## src/rtl/input_conditioner_if.sv

```systemverilog
// Raw board inputs and conditioned outputs of input_conditioner.
// master drives the raw inputs; slave is the conditioner itself.
interface input_conditioner_if;
  logic a_raw;
  logic b_raw;
  logic A;
  logic B;
  logic a_rise;
  logic a_fall;
  logic b_rise;
  logic b_fall;
  logic busy;

  modport master (
    output a_raw, b_raw,
    input  A, B, a_rise, a_fall,
    input  b_rise, b_fall, busy
  );

  modport slave (
    input  a_raw, b_raw,
    output A, B, a_rise, a_fall,
    output b_rise, b_fall, busy
  );
endinterface

```

## src/rtl/input_conditioner.sv

```systemverilog
// Two-channel 2-flop synchronizer plus debounce FSM per channel.
// Edge pulses built only with INPUT_CONDITIONER_EDGE_PULSE_EN.
module input_conditioner #(
  parameter int DEBOUNCE_CYCLES = 4,
  parameter int CNT_W           = 3
) (
  input  logic                clock,
  input  logic                reset,
  input_conditioner_if.slave  bus
);

  typedef enum logic [1:0] {
    ST0 = 2'd0,
    RW  = 2'd1,
    ST1 = 2'd2,
    FW  = 2'd3
  } st_e;

  localparam logic [CNT_W-1:0] CNT_MAX =
    CNT_W'(DEBOUNCE_CYCLES - 1);

  logic [1:0]       w_raw;
  logic [1:0]       r_s1;
  logic [1:0]       r_s2;
  st_e              r_st  [2];
  st_e              w_nxt [2];
  logic [CNT_W-1:0] r_cnt [2];
  logic [CNT_W-1:0] w_cnt [2];
  logic [1:0]       w_wait;
  logic [1:0]       w_lvl;

  assign w_raw = {bus.b_raw, bus.a_raw};

  always_ff @(posedge clock) begin
    if (!reset) begin
      r_s1 <= 2'b00;
      r_s2 <= 2'b00;
      for (int i = 0; i < 2; i++) begin
        r_st[i]  <= ST0;
        r_cnt[i] <= '0;
      end
    end else begin
      r_s1 <= w_raw;
      r_s2 <= r_s1;
      for (int i = 0; i < 2; i++) begin
        r_st[i]  <= w_nxt[i];
        r_cnt[i] <= w_cnt[i];
      end
    end
  end

  // Counter is cleared on every return to a stable state
  always_comb begin
    for (int i = 0; i < 2; i++) begin
      w_nxt[i] = r_st[i];
      w_cnt[i] = r_cnt[i];
      unique case (r_st[i])
        ST0: begin
          if (r_s2[i]) begin
            w_nxt[i] = RW;
            w_cnt[i] = CNT_W'(1);
          end
        end
        RW: begin
          if (!r_s2[i]) begin
            w_nxt[i] = ST0;
            w_cnt[i] = '0;
          end else if (r_cnt[i] == CNT_MAX) begin
            w_nxt[i] = ST1;
            w_cnt[i] = '0;
          end else begin
            w_cnt[i] = r_cnt[i] + CNT_W'(1);
          end
        end
        ST1: begin
          if (!r_s2[i]) begin
            w_nxt[i] = FW;
            w_cnt[i] = CNT_W'(1);
          end
        end
        FW: begin
          if (r_s2[i]) begin
            w_nxt[i] = ST1;
            w_cnt[i] = '0;
          end else if (r_cnt[i] == CNT_MAX) begin
            w_nxt[i] = ST0;
            w_cnt[i] = '0;
          end else begin
            w_cnt[i] = r_cnt[i] + CNT_W'(1);
          end
        end
        default: begin
          w_nxt[i] = ST0;
          w_cnt[i] = '0;
        end
      endcase
    end
  end

  always_comb begin
    for (int i = 0; i < 2; i++) begin
      w_wait[i] = (r_st[i] == RW) || (r_st[i] == FW);
      w_lvl[i]  = (r_st[i] == ST1) || (r_st[i] == FW);
    end
  end

  assign bus.A    = w_lvl[0];
  assign bus.B    = w_lvl[1];
  assign bus.busy = |w_wait;

`ifdef INPUT_CONDITIONER_EDGE_PULSE_EN
  logic [1:0] w_rise;
  logic [1:0] w_fall;
  logic [1:0] r_rise;
  logic [1:0] r_fall;

  always_comb begin
    for (int i = 0; i < 2; i++) begin
      w_rise[i] = (r_st[i] == RW) && r_s2[i] &&
                  (r_cnt[i] == CNT_MAX);
      w_fall[i] = (r_st[i] == FW) && !r_s2[i] &&
                  (r_cnt[i] == CNT_MAX);
    end
  end

  // Pulses land on the same edge as the new level
  always_ff @(posedge clock) begin
    if (!reset) begin
      r_rise <= 2'b00;
      r_fall <= 2'b00;
    end else begin
      r_rise <= w_rise;
      r_fall <= w_fall;
    end
  end

  assign bus.a_rise = r_rise[0];
  assign bus.a_fall = r_fall[0];
  assign bus.b_rise = r_rise[1];
  assign bus.b_fall = r_fall[1];
`else
  assign bus.a_rise = 1'b0;
  assign bus.a_fall = 1'b0;
  assign bus.b_rise = 1'b0;
  assign bus.b_fall = 1'b0;
`endif

endmodule

```

## src/flat_wrapper.sv

```systemverilog
// flat-port wrapper written by rule: the top's interface ports become plain ports
module input_conditioner_flat 
#(
  parameter int DEBOUNCE_CYCLES = 4,
  parameter int CNT_W           = 3
)
  (clock, reset, bus_a_raw, bus_b_raw, bus_A, bus_B, bus_a_rise, bus_a_fall, bus_b_rise, bus_b_fall, bus_busy);
  input_conditioner_if bus_i ();
  input  logic clock;
  input  logic reset;
  input wire logic [$bits(bus_i.a_raw)-1:0] bus_a_raw;
  input wire logic [$bits(bus_i.b_raw)-1:0] bus_b_raw;
  output wire logic [$bits(bus_i.A)-1:0] bus_A;
  output wire logic [$bits(bus_i.B)-1:0] bus_B;
  output wire logic [$bits(bus_i.a_rise)-1:0] bus_a_rise;
  output wire logic [$bits(bus_i.a_fall)-1:0] bus_a_fall;
  output wire logic [$bits(bus_i.b_rise)-1:0] bus_b_rise;
  output wire logic [$bits(bus_i.b_fall)-1:0] bus_b_fall;
  output wire logic [$bits(bus_i.busy)-1:0] bus_busy;
  assign bus_i.a_raw = bus_a_raw;
  assign bus_i.b_raw = bus_b_raw;
  assign bus_A = bus_i.A;
  assign bus_B = bus_i.B;
  assign bus_a_rise = bus_i.a_rise;
  assign bus_a_fall = bus_i.a_fall;
  assign bus_b_rise = bus_i.b_rise;
  assign bus_b_fall = bus_i.b_fall;
  assign bus_busy = bus_i.busy;
  input_conditioner #(.DEBOUNCE_CYCLES(DEBOUNCE_CYCLES), .CNT_W(CNT_W)) u_core (.clock(clock), .reset(reset), .bus(bus_i));
endmodule
```

## config.mk

```make
export PLATFORM = sky130hd
export DESIGN_NAME = input_conditioner_flat
export DESIGN_NICKNAME = d
export VERILOG_FILES = /design/src/rtl/input_conditioner_if.sv /design/src/rtl/input_conditioner.sv /design/src/flat_wrapper.sv
export SDC_FILE = /design/constraint.sdc
export NUM_CORES = 1
export LEC_CHECK = 0
export CORE_AREA = 2 2 39 41
export CTS_CLUSTER_SIZE = 30
export DETAILED_ROUTE_END_ITERATION = 6
export DIE_AREA = 0 0 41 43
export PLACE_DENSITY = 0.7
export SLEW_MARGIN = 10
export SYNTH_ARGS = -nofsm -noshare
export SYNTH_HDL_FRONTEND = slang
export SYNTH_SLANG_ARGS = --single-unit
```

## constraint.sdc

```tcl
create_clock -name clock -period 1.6 [get_ports clock]
set_clock_uncertainty 0.2 [all_clocks]
set_input_delay 0.32 -clock clock [delete_from_list [all_inputs] [get_ports clock]]
set_output_delay 0.32 -clock clock [all_outputs]
set_load 0.05 [all_outputs]
```

## Word level (Yosys, flattened, before mapping)

Memory sizes are Yosys's and may differ from the RTL's.
Cells that the tools add are included.
W data, S select, Z words.

| cells by class | value |
|---|---|
| add/sub/neg operators | 2 |
| multipliers | 0 |
| divide/modulo/power cells | 0 |
| magnitude comparators | 0 |
| equal/unequal tests | 8 |
| shifts and indexed selects | 0 |
| mux-type cells | 32 |
| bitwise operators | 4 |
| reductions and logical operators | 7 |

Operators by type and width:

| kind | count |
|---|---|
| $mux W3 | 12 |
| $mux W2 | 14 |
| $pmux W3 S4 | 2 |
| $pmux W2 S4 | 2 |
| $eq A2 B2 Y1 const B | 4 |
| $add A3 B1 Y3 const B | 2 |
| $eq A3 B2 Y1 const B | 2 |
| $eq A2 B1 Y1 const B | 2 |
| $logic_not A2 Y1 | 2 |
| $logic_or A1 B1 Y1 | 4 |
| $or A1 B1 Y1 | 4 |
| $mux W1 | 2 |
| $reduce_or A2 Y1 | 1 |

| word-level totals | value |
|---|---|
| bits in registers | 4 |
| latch bits | 0 |
| memory bits (writable) | 10 |
| memory bits (read-only) | 0 |
| input port bits | 4 |
| output and inout port bits | 7 |
| logic and storage cells | 57 |
| memories kept | 2 |

Memories:

| memory | depth | width | rd ports | clocked after Yosys merged registers in | write ports | RTL line | source |
|---|---|---|---|---|---|---|---|
| u_core.r_cnt | 2 | 3 | 2 | 0 | 2 | input_conditioner.sv:27 | `logic [CNT_W-1:0] r_cnt [2];` |
| u_core.r_st | 2 | 2 | 2 | 0 | 2 | input_conditioner.sv:25 | `st_e r_st [2];` |

## Longest topological paths before layout

Gate-level depths: netlist (run 1).
An unclocked memory read counts as a cell.

| logic depth | value |
|---|---|
| word-level depth | 6 |
| gate-level depth with buffers | 3 |
| mapped depth without buffers | 3 |

## Least setup slack after synthesis (run 1)

Ideal clock, no wire load.

| timing path | value |
|---|---|
| path type | register to output |
| start point | reg with a tool-made name |
| end point | out bus_A |
| arrival | 0.834 ns |
| setup slack | 0.246 ns |
| stages on the path, launching flop included | 2 |
| cells stage by stage | dfxtp_1 > clkbuf_1 |

RTL lines:

| item | RTL line | source |
|---|---|---|
| to (decl) | flat_wrapper.sv:13 | `output wire logic [$bits(bus_i.A)-1:0] bus_A;` |

==> insert_results.sql, run 1 <==
INSERT INTO impl_metrics (metric_group, metric, value, unit) VALUES
('setup_path', 'worstPathArrival', '1.01', 'ns'),
('clock_tree', 'worst_skew_pair.late_latency', '0.28', 'ns'),
('layout', 'syn2layout_area_growth', '22.3', '%'),
('setup_path', 'worstPathRequired', '1.08', 'ns'),
('setup_path', 'worstSetupEndpointType', 'output port', ''),
('setup_path', 'rr_worst_depth', '2', ''),
('placed_design', 'placedInstanceArea', '688', 'µm²'),
('synthesis', 'post_synth_num_cell_types', '18', ''),
('flow_run', 'max_cap_violations', '0', ''),
('sta', 'tcrit_tclk_final', '95.9', '%'),
('synthesis', 'synth_flop_cell', 'sky130_fd_sc_hd__dfxtp_1', ''),
('layout', 'finish.cell_count_without_fillers', '84', ''),
('floorplanning', 'floorplan.initialDensity', '44.1', '%'),
('sta', 'fin_crit', '1.53', 'ns'),
('synthesis', 'post_synth_instance_area', '611', 'µm²'),
('grt', 'first_global_vias', '371', ''),
('setup_path', 'timing.critical_path.buf_inv', '1', ''),
('detailed_routing', 'route.detailed.wl_per_inst', '9.90', 'µm'),
('sta', 'final.setup.worst_slack', '0.0659', 'ns'),
('synthesis', 'avg_inst_size_synth', '10.2', 'µm²'),
('floorplanning', 'boundaryPins', '11', ''),
('synthesis', 'post_synthesis_sequential_area_ratio', '45.9', '%'),
('grt', 'grt_usage', '13.5', '%'),
('sta', 'finalHoldViolations', '0', ''),
('sta', 'rsz0062_at_grt', 'no', ''),
('hold_path', 'holdPathEnd', 'u_core.r_s2[0]$_SDFF_PN0_', ''),
('layout', 'fillers', '129', ''),
('detailed_routing', 'postRouteWirelength', '832', 'µm'),
('sta', 'setup_viol_count_final', '0', ''),
('detailed_routing', 'drcViolationCount', '0', ''),
('clock_tree', 'cts_tree', 'yes', ''),
('floorplanning', 'die_area', '0.00176', 'mm²'),
('detailed_routing', 'dr_total_vias', '405', ''),
('synthesis', 'synth_top_family_by_area', 'simple AND/OR/NAND/NOR gates', ''),
('clock_tree', 'total_clock_buffers_created_by_cts', '3', ''),
('setup_path', 'crit_path_from', 'u_core.r_st[0][2]$_SDFFE_PN0P_', ''),
('grt', 'globalRoute.totalOverflow', '0', ''),
('detailed_routing', 'ant_nets', '0', ''),
('clock_tree', 'cts.root.buffer_cell', 'sky130_fd_sc_hd__clkbuf_4', ''),
('layout', 'layout.area.seq', '285', 'µm²'),
('synthesis', 'synthCells', '60', ''),
('setup_path', 'critPathTopFamily', 'flip-flops', ''),
('clock_tree', 'clock-sinks', '14', ''),
('synthesis', 'synth_xor_area_share', '5.74', '%'),
('synthesis', 'ys_warn_count', '0', ''),
('placed_design', 'detailedPlacementHpwl', '613', 'µm'),
('placed_design', 'numPlacedInstances', '79', ''),
('hold_path', 'min_path_cells', '1', ''),
('layout', 'mostFrequentLayoutCells', '12 x sky130_fd_sc_hd__dfxtp_1, 6 x sky130_fd_sc_hd__nand3b_1, 6 x sky130_fd_sc_hd__mux2i_1, 6 x sky130_fd_sc_hd__nand2_1', ''),
('setup_path', 'start_kind', 'register', ''),
('detailed_routing', 'drt_first_iter_violations', '5', ''),
('placed_design', 'place_ws', '0.136', 'ns'),
('clock_tree', 'cts.path.max_buffers', '2', ''),
('detailed_routing', 'met2WireLength', '403', 'µm'),
('grt', 'grt_pass1_wl', '1.53', 'mm'),
('layout', 'design_area', '747', 'µm²'),
('sta', 'achievable-frequency', '652', 'MHz'),
('layout', 'drive_above_1_share', '19.1', '%'),
('synthesis', 'fraction_of_the_mapped_netlist_area_in_adder_cells', '4.10', '%'),
('detailed_routing', 'drt_first_pass_iters', '4', ''),
('run_status', 'run_status', 'finished clean', ''),
('floorplanning', 'chipWidth', '41', 'µm'),
('synthesis', 'synth_enable_flop_cells', '0', ''),
('layout', 'n_antenna_cell', '0', ''),
('hold_path', 'hold_class', 'register to register', ''),
('floorplanning', 'chipHeight', '43', 'µm'),
('grt', 'grt_max_degree', '13', ''),
('layout', 'layout_commonest_cell', 'sky130_fd_sc_hd__dfxtp_1', ''),
('detailed_routing', 'routedLengthMet1', '396', 'µm'),
('synthesis', 'postSynthRegisterBits', '14', ''),
('pwr', 'cellPowerDensity', '910', 'mW/mm²');
cells by family (layout without fill, tap and decap cells):
logic type      Yosys count  count (layout)
buf+inv                   8              13
xor+xnor                  4               4
flops                    14              14
fa+ha+maj                 2               2
simple gates             23              23
compound gates            2               2
other cells               1               4
mux                       6               6
synth_stat cells (2+ instances only):
master	instances	area share, %
sky130_fd_sc_hd__and2_1	4	4.1
sky130_fd_sc_hd__and3_1	2	2.0
sky130_fd_sc_hd__buf_4	4	4.9
sky130_fd_sc_hd__clkbuf_1	3	1.8
sky130_fd_sc_hd__dfxtp_1	14	46
sky130_fd_sc_hd__ha_1	2	4.1
sky130_fd_sc_hd__mux2i_1	6	9.8
sky130_fd_sc_hd__nand2_1	6	3.7
sky130_fd_sc_hd__nand3_1	2	1.6
sky130_fd_sc_hd__nand3b_1	6	7.4
sky130_fd_sc_hd__nand4b_1	2	2.9
sky130_fd_sc_hd__xnor2_1	2	2.9
sky130_fd_sc_hd__xor2_1	2	2.9
worst max path at each step:
| stage | to | slack [ns] | cells after the start |
|---|---|---|---|
| floorplan | bus_A | 0.25 | 1 |
| global placement | u_core.r_cnt[0][2]$_SDFFE_PN0P_ | 0.17 | 4 |
| detailed placement | register | 0.14 | 4 |
| CTS | bus_busy | 0.06 | 2 |
| global route | bus_busy | 0.01 | 2 |
| finish | bus_busy | 0.07 | 2 |
power breakdown:
group | internal, mW | total [mW] | switching, mW
clock | 0.138 | 0.253 | 0.115
sequential | 0.356 | 0.362 | 0.00599
combinational | 0.0250 | 0.0644 | 0.0393
per-layer routing:
layer  track usage [%]  vias to the layer above
li1                  -                      210
met1              17.3                      184
met2              16.9                       11
met3              6.28                        0
met4              10.0                        0
met5                 0                        -
worst register-to-register path, stage by stage (launching register included):
cell	delay (ns)
sky130_fd_sc_hd__dfxtp_1	0.38
sky130_fd_sc_hd__xnor2_1	0.33
sky130_fd_sc_hd__mux2i_1	0.22
area by class of cell:
type,count,share of cell area (%)
flip-flops and latches,14,38.2
clock buffers,4,4.86
multi-input cells,41,39.9
repair buffers,9,14.4
well taps,16,2.68
what timing repair did:
item	in CTS	in global routing
endpoints found under the setup margin	1	0
buffers inserted	1	0
hold endpoints to repair	0	0
resized for setup	6	0
(Power assumes the default switching activity.)
==> inputs of run 2 (changes only) <==
Settings changed: CORE_AREA 2 2 39 41 to default, CORE_UTILIZATION from default to 41, DIE_AREA 0 0 41 43 to default, PLACE_DENSITY 0.7 to 0.64, SLEW_MARGIN 10 to default.
==> run 2 against run 1 <==
Sequential share of layout area fell by 0.11 points. Non-clock buffer count rose by 1. Die area fell by 6.5%. Via count fell by 0.99%. Highest routed layer is now met4. Sequential cell count did not move. Critical path depth did not move. Cell count did not move. Global-route usage rose by 1.6 points. Worst hold slack got worse by 0.0054 ns. Sequential power barely moved.
==> insert_results.sql, run 2 (synthesis gave the netlist of run 1 again) <==
INSERT INTO impl_metrics (metric_group, metric, value, unit) VALUES
('run_status', 'run_status', 'finished clean', ''),
('layout', 'finish.cell_count_without_fillers', '84', ''),
('detailed_routing', 'drt_first_iter_violations', '1', ''),
('detailed_routing', 'ant_nets', '0', ''),
('clock_tree', 'worst_skew_pair.late_latency', '0.28', 'ns'),
('detailed_routing', 'postRouteWirelength', '889', 'µm'),
('layout', 'drive_above_1_share', '20.3', '%'),
('grt', 'globalRoute.totalOverflow', '0', ''),
('setup_path', 'worstPathRequired', '1.08', 'ns'),
('setup_path', 'crit_path_top_delay_cell', 'sky130_fd_sc_hd__dfxtp_4', ''),
('floorplanning', 'floorplan.initialDensity', '45.2', '%'),
('setup_path', 'worstSetupEndpointType', 'output port', ''),
('layout', 'layout_commonest_cell', 'sky130_fd_sc_hd__dfxtp_1', ''),
('sta', 'fin_crit', '1.54', 'ns'),
('pwr', 'worst_ir_drop_vdd', '0.000502', 'V'),
('pwr', 'cellPowerDensity', '899', 'mW/mm²'),
('detailed_routing', 'dr_total_vias', '401', ''),
('layout', 'design.final.nets', '76', ''),
('placed_design', 'placedInstanceArea', '687', 'µm²'),
('layout', 'layout.area.seq', '288', 'µm²'),
('sta', 'finalHoldViolations', '0', ''),
('hold_path', 'holdPathEnd', 'u_core.r_s2[1]$_SDFF_PN0_', ''),
('clock_tree', 'h_tree_depth', '1', ''),
('grt', 'grt_usage', '15.1', '%'),
('sta', 'timing.setup.tns', '0', 'ns'),
('detailed_routing', 'drt-vias-per-instance', '4.77', ''),
('floorplanning', 'chipWidth', '40.6', 'µm'),
('grt', 'antenna_found_initial', '0', ''),
('grt', 'grt_max_degree', '11', ''),
('floorplanning', 'std_cell_rows', '13', ''),
('grt', 'first_global_vias', '349', ''),
('detailed_routing', 'route.detailed.wl_per_inst', '10.6', 'µm'),
('clock_tree', 'cts.reportedPaths.clkPinSlew', '0.08', 'ns'),
('pwr', 'power', '0.679', 'mW'),
('layout', 'multi_input_combinational_cell_area', '298', 'µm²'),
('placed_design', 'place_ws', '0.156', 'ns'),
('detailed_routing', 'drcViolationCount', '0', ''),
('layout', 'fillers', '135', ''),
('sta', 'timing_max_transition_violations_final', '0', ''),
('floorplanning', 'core-area', '0.00135', 'mm²'),
('setup_path', 'worstPathCellList', 'or2_4 -> buf_8', ''),
('setup_path', 'worstPathArrival', '1.02', 'ns'),
('setup_path', 'timing.rr.end', 'u_core.r_cnt[0][2]$_SDFFE_PN0P_', ''),
('setup_path', 'critPathMaxStageDelay', '0.35', 'ns'),
('flow_run', 'max_cap_violations', '0', ''),
('hold_path', 'min_path_cells', '1', ''),
('setup_path', 'timing.critical_path.fanout_max', '2', ''),
('hold_path', 'hold_class', 'register to register', ''),
('sta', 'final.setup.worst_slack', '0.0631', 'ns'),
('clock_tree', 'total_clock_buffers_created_by_cts', '3', ''),
('setup_path', 'start_kind', 'register', ''),
('sta', 'rsz0062_at_grt', 'no', ''),
('setup_path', 'rr_worst_depth', '2', ''),
('placed_design', 'placement.io_buffers', '6', ''),
('clock_tree', 'clock-sinks', '14', ''),
('layout', 'mostFrequentLayoutCells', '12 x sky130_fd_sc_hd__dfxtp_1, 6 x sky130_fd_sc_hd__nand3b_1, 6 x sky130_fd_sc_hd__mux2i_1, 6 x sky130_fd_sc_hd__nand2_1', ''),
('layout', 'n_antenna_cell', '0', ''),
('sta', 'tcrit_tclk_final', '96.1', '%'),
('sta', 'setup_viol_count_final', '0', ''),
('hold_path', 'hold_path_startpoint', 'u_core.r_s1[1]$_SDFF_PN0_', ''),
('layout', 'syn2layout_area_growth', '23.8', '%'),
('placed_design', 'detailedPlacementHpwl', '605', 'µm'),
('floorplanning', 'die_area', '0.00165', 'mm²'),
('floorplanning', 'boundaryPins', '11', ''),
('clock_tree', 'cts.root.buffer_cell', 'sky130_fd_sc_hd__clkbuf_4', ''),
('floorplanning', 'chipHeight', '40.6', 'µm'),
('grt', 'grt_pass1_wl', '1.53', 'mm'),
('setup_path', 'timing.reg2reg.setup_slack', '0.40', 'ns'),
('sta', 'achievable-frequency', '651', 'MHz'),
('clock_tree', 'cts_tree', 'yes', ''),
('pwr', 'leakage_power', '0.354', 'nW'),
('layout', 'design_area', '756', 'µm²'),
('placed_design', 'numPlacedInstances', '78', ''),
('setup_path', 'worst-setup-path-type', 'register to output port', ''),
('clock_tree', 'cts.path.max_buffers', '2', ''),
('detailed_routing', 'drt_first_pass_iters', '2', ''),
('clock_tree', 'cts_hold_buf', '0', ''),
('placed_design', 'place_congestion', '0.667', '');
## run 2: cell types whose count changed in the layout (fill, tap and decap cells not counted), sizes merged
cell	before	now
buf	6	7
## run 2: layout make-up
class                      instances  area share (%)
tap                               15            2.48
clock buffer                       4            4.80
multi-input combinational         41            39.4
sequential                        14            38.1
timing repair buffer              10            15.2
## run 2: routing by layer
layer / vias up / part of all wire [%] / GRT usage, %
li1: 215 / - / -
met1: 175 / 54 / 19.1
met2: 9 / 40 / 19.0
met3: 2 / 4.0 / 10.0
met4: 0 / 1.6 / 7.50
met5: - / 0 / 0
## run 2: critical path: cells and delay by family, from the launching register on
| family | cells | cell delay (ns) |
|---|---|---|
| flip-flops | 1 | 0.35 |
| AND/OR/NAND/NOR | 1 | 0.24 |
| buffers and inverters | 1 | 0.15 |
## run 2: how the worst max path moves through the flow
stage	end	start	slack, ns	cells past startpoint
global placement	u_core.r_cnt[0][5]$_SDFFE_PN0P_	reset	0.17	4
floorplan	bus_A	register	0.25	1
finish	bus_busy	u_core.r_st[0][2]$_SDFFE_PN0P_	0.06	2
global route	bus_busy	u_core.r_st[0][2]$_SDFFE_PN0P_	0.03	2
CTS	bus_busy	u_core.r_st[0][2]$_SDFFE_PN0P_	0.05	2
detailed placement	u_core.r_cnt[0][5]$_SDFFE_PN0P_	reset	0.16	4
## run 2: repair_timing
action | in CTS | in global routing
endpoints found under the setup margin | 1 | 0
resized for setup | 7 | 0
setup buffers | 2 | 0
## run 2: power breakdown
| group | switching (mW) | total (mW) | internal, mW |
|---|---|---|---|
| combinational | 0.0405 | 0.0663 | 0.0258 |
| sequential | 0.00532 | 0.360 | 0.354 |
| clock | 0.115 | 0.253 | 0.138 |
| total | 0.161 | 0.679 | 0.519 |
## run 2: metrics by stage
| stage | util [%] | hold slack, ns |
|---|---|---|
| 2_1_floorplan | - | 0.212 |
| 3_3_place_gp | 50.9 | 0.214 |
| 3_5_place_dp | 50.9 | 0.224 |
| 4_1_cts | 56.0 | 0.245 |
| 5_1_grt | 56.0 | 0.266 |
| 6_report | 56.0 | 0.245 |
==> RTL change 1 (config.mk and constraints of run 2) <==
Add a define of `INPUT_CONDITIONER_EDGE_PULSE_EN`.
--- a/src/rtl/input_conditioner.sv
+++ b/src/rtl/input_conditioner.sv
@@ -1,5 +1,7 @@
 // Two-channel 2-flop synchronizer plus debounce FSM per channel.
 // Edge pulses built only with INPUT_CONDITIONER_EDGE_PULSE_EN.
+`define INPUT_CONDITIONER_EDGE_PULSE_EN
+
 module input_conditioner #(
   parameter int DEBOUNCE_CYCLES = 4,
   parameter int CNT_W           = 3
Behaviour: not the same (a bounded check fails within 10 cycles, from zero or initial values and one cycle with reset low).
==> RTL change 1 against run 2 <==
The run now ends with design-rule violations left. Combinational power is 28% lower. Area after synthesis is 17% higher. Sequential cell count is 4 higher. Setup slack worse by 0.026 ns. Routed wire length is 21% higher. Sequential share of layout area is 0.20 points higher. Design area is 27% higher. Total power is 16% higher. Critical path type unchanged. Critical endpoint unchanged. Largest cell class is now flip-flops and latches. Largest power group unchanged.
==> RTL change 1: results (changes against run 2) <==
worst vdd ir=559 µV (+11%); Sw Pwr=0.000169 W (+5.4%); gr usage total=0.142 (-0.00953); Met3 Wirelength=51 µm (+42%); post-placement cell area=892 µm² (+30%); fin area=961 µm² (+27%); vias in the first global route=470 (+35%); Crit. Startpoint=u_core.r_st[0][0]; WL met2=518 µm (+44%); drt drc=1 (+1); Multi-input gate area=342 µm² (+15%); WL final=1080 µm (+21%); Comb pwr share=0.060 (-0.038); status=finished with violations; clock power share=0.356 (-0.017); first-pass iteration count of the detailed router=6 (+4); synth unique cells=17 (-1); final net count=86 (+13%); CTS clk-pin slew, worst paths=0.10 ns (+0.02 ns); first-pass GRT wire length=1970 µm (+29%); share of post-route cells with drive strength above 1=0.228 (+0.0249); failing checks=design-rule violations; fillers=126 (-6.7%); GP Congestion=0.738 (+11%); Synth Area in Compound Gates=0.0314 (-0.00342)
RTL change 1: cell types whose count changed in the layout (fill, tap and decap cells not counted), sizes merged:
cell    change
and4b       +4
buf         +4
conb        -4
dfxtp       +4
and3b       +2
o2111a      +1
o211a       -1
RTL change 1: per-layer routing:
metal  track usage  up-vias
met3        0.0625        0
met2         0.233        9
met1         0.159      219
li1              -      261
met4        0.0563        0
met5             0        -
RTL change 1: final timing paths:
path	end	depth (start not counted)	slack, ns
min	u_core.r_s2[1]	1	0.25
min reg2reg	u_core.r_s2[1]	1	0.25
max reg2reg	u_core.r_rise[0]	3	0.33
max	bus_busy	2	0.04
RTL change 1: through the flow:
| step | instances | utilization |
|---|---|---|
| 2_1_floorplan | 65 | - |
| 3_3_place_gp | 89 | 0.566 |
| 3_5_place_dp | 89 | 0.566 |
| 4_1_cts | 95 | 0.610 |
| 5_1_grt | 95 | 0.610 |
| 6_report | 95 | 0.610 |
==> RTL change 2 (flow settings as in run 2) <==
Made on the original files. `CNT_W` is set to 3 in 2 places; all go to 6.
--- a/src/rtl/input_conditioner.sv
+++ b/src/rtl/input_conditioner.sv
@@ -2,7 +2,7 @@
 // Edge pulses built only with INPUT_CONDITIONER_EDGE_PULSE_EN.
 module input_conditioner #(
   parameter int DEBOUNCE_CYCLES = 4,
-  parameter int CNT_W           = 3
+  parameter int CNT_W           = 6
 ) (
   input  logic                clock,
   input  logic                reset,
--- a/src/flat_wrapper.sv
+++ b/src/flat_wrapper.sv
@@ -2,7 +2,7 @@
 module input_conditioner_flat 
 #(
   parameter int DEBOUNCE_CYCLES = 4,
-  parameter int CNT_W           = 3
+  parameter int CNT_W           = 6
 )
   (clock, reset, bus_a_raw, bus_b_raw, bus_A, bus_B, bus_a_rise, bus_a_fall, bus_b_rise, bus_b_fall, bus_busy);
   input_conditioner_if bus_i ();
Function: same outputs for any inputs over 10 cycles, from zero or initial values and one cycle with reset low; that may be too few to reach the edited logic, so the function may still have changed.
==> RTL change 2 against run 2 <==
Total power grew 49%. Sequential cell count grew 6. Design area grew 70%. Routed wire length grew 120%. Utilization grew 1.4 points. Area after synthesis grew 61%. Setup slack lost 0.020 ns. Largest power group unchanged. Highest routed layer unchanged.
==> RTL change 2: results (changes against run 2) <==
R2R Setup Slk=0.06 ns (-0.34 ns); largest net degree at the start of global routing=13 (+2); first-pass iteration count of the detailed router=4 (+2); Post-CTS Resized=4 (-3); Slowest-stage cell, CP=dfxtp_4; list of most frequent post-synthesis cells=dfxtp_1 (20), nor2_1 (11), nand3_1 (10); synth unique cells=36 (+18); post-placement cell area=1180 µm² (+71%); GP Congestion=0.908 (+36%); fillers=214 (+59%); detail-routed via count per cell=5.15 (+7.8%); Worst-Skew Late Latency=0.30 ns (+0.02 ns); vias in the first global route=775 (+120%); post-route insts no fill=158 (+88%); Area contributors post-synth=dfxtp_1 (41%), nand3_1 (5.1%), nor2_1 (4.2%); share of post-route cells with drive strength above 1=0.331 (+0.128); placed cell count=152 (+95%); Slowest Stage Delay on Critical Path=between 0.3 and 0.4 ns; Fmax=0.642 GHz (-1.3%); final net count=137 (+80%); Hold WS=0.258 ns (+0.0132 ns); worst vdd ir=741 µV (+47%); Setup WS pre-CTS=0.0423 ns (-0.113 ns); status=completed; clock tree buffer depth=2 (unchanged); CP arrival=1.04 ns (+0.02 ns); sequential area share after synthesis=0.408 (-0.0514); postcts setup bufs=1 (-1); DR iter-0 viols=19 (+18); first-pass GRT wire length=3350 µm (+120%); CTS clk-pin slew, worst paths=0.12 ns (+0.04 ns); Leak Pwr=0.542 nW (+53%); Syn Inst Count=111 (+85%); gr usage total=0.172 (+0.0212); WL final=1930 µm (+120%); DP HPWL=1330 µm (+120%)
## RTL change 2: final timing paths
kind | from | end | depth (start not counted)
setup / recovery | u_core.r_st[0][2] | bus_busy | 2
hold / removal | u_core.r_s1[0] | u_core.r_s2[0] | 1
setup reg to reg | u_core.r_cnt[0][1] | u_core.r_cnt[0][5] | 4
hold reg to reg | u_core.r_s1[0] | u_core.r_s2[0] | 1
## RTL change 2: final cells by class
type | count | area (µm²) | area share
Inverter | 2 | 7.51 | 0.00586
Timing Repair Buffer | 23 | 218 | 0.170
Clock inverter | 1 | 30.0 | 0.0234
Sequential cell | 20 | 415 | 0.324
Clock buffer | 3 | 22.5 | 0.0176
Multi-Input combinational cell | 81 | 553 | 0.432
Tap cell | 28 | 35.0 | 0.0273
## RTL change 2: where the power goes
part	total [W]	internal (W)	leakage, nW	switching, W
clock	0.000412	0.000253	0.0279	0.000159
combinational	0.0000857	0.0000338	0.347	0.0000519
sequential	0.000511	0.000505	0.167	0.00000665
## RTL change 2: worst max-delay path: cells and delay by family, from the launching register on
kind | cells | cell delay [ns]
buf+inv | 1 | 0.15
flops | 1 | 0.36
simple gates | 1 | 0.23
## RTL change 2: layer usage
layer / global-route usage / up-vias / part of all wire
met5: 0 / - / 0
met4: 0.0926 / 0 / 0.0088
met3: 0.0179 / 2 / 0.028
met2: 0.272 / 14 / 0.46
met1: 0.229 / 380 / 0.50
li1: - / 417 / -
## RTL change 2: cell families (layout without fill, tap and decap cells)
group / after synthesis / after routing / synth area share
and+or+nand+nor: 47 / 47 / 0.257
buffers and inverters: 13 / 29 / 0.0713
xor gates and xnor gates: 8 / 8 / 0.0790
muxes: 3 / 3 / 0.0306
DFF: 20 / 20 / 0.408
other: 1 / 4 / 0.00382
adders and majority gates: 2 / 2 / 0.0255
AOI/OAI and AO/OA: 17 / 17 / 0.125
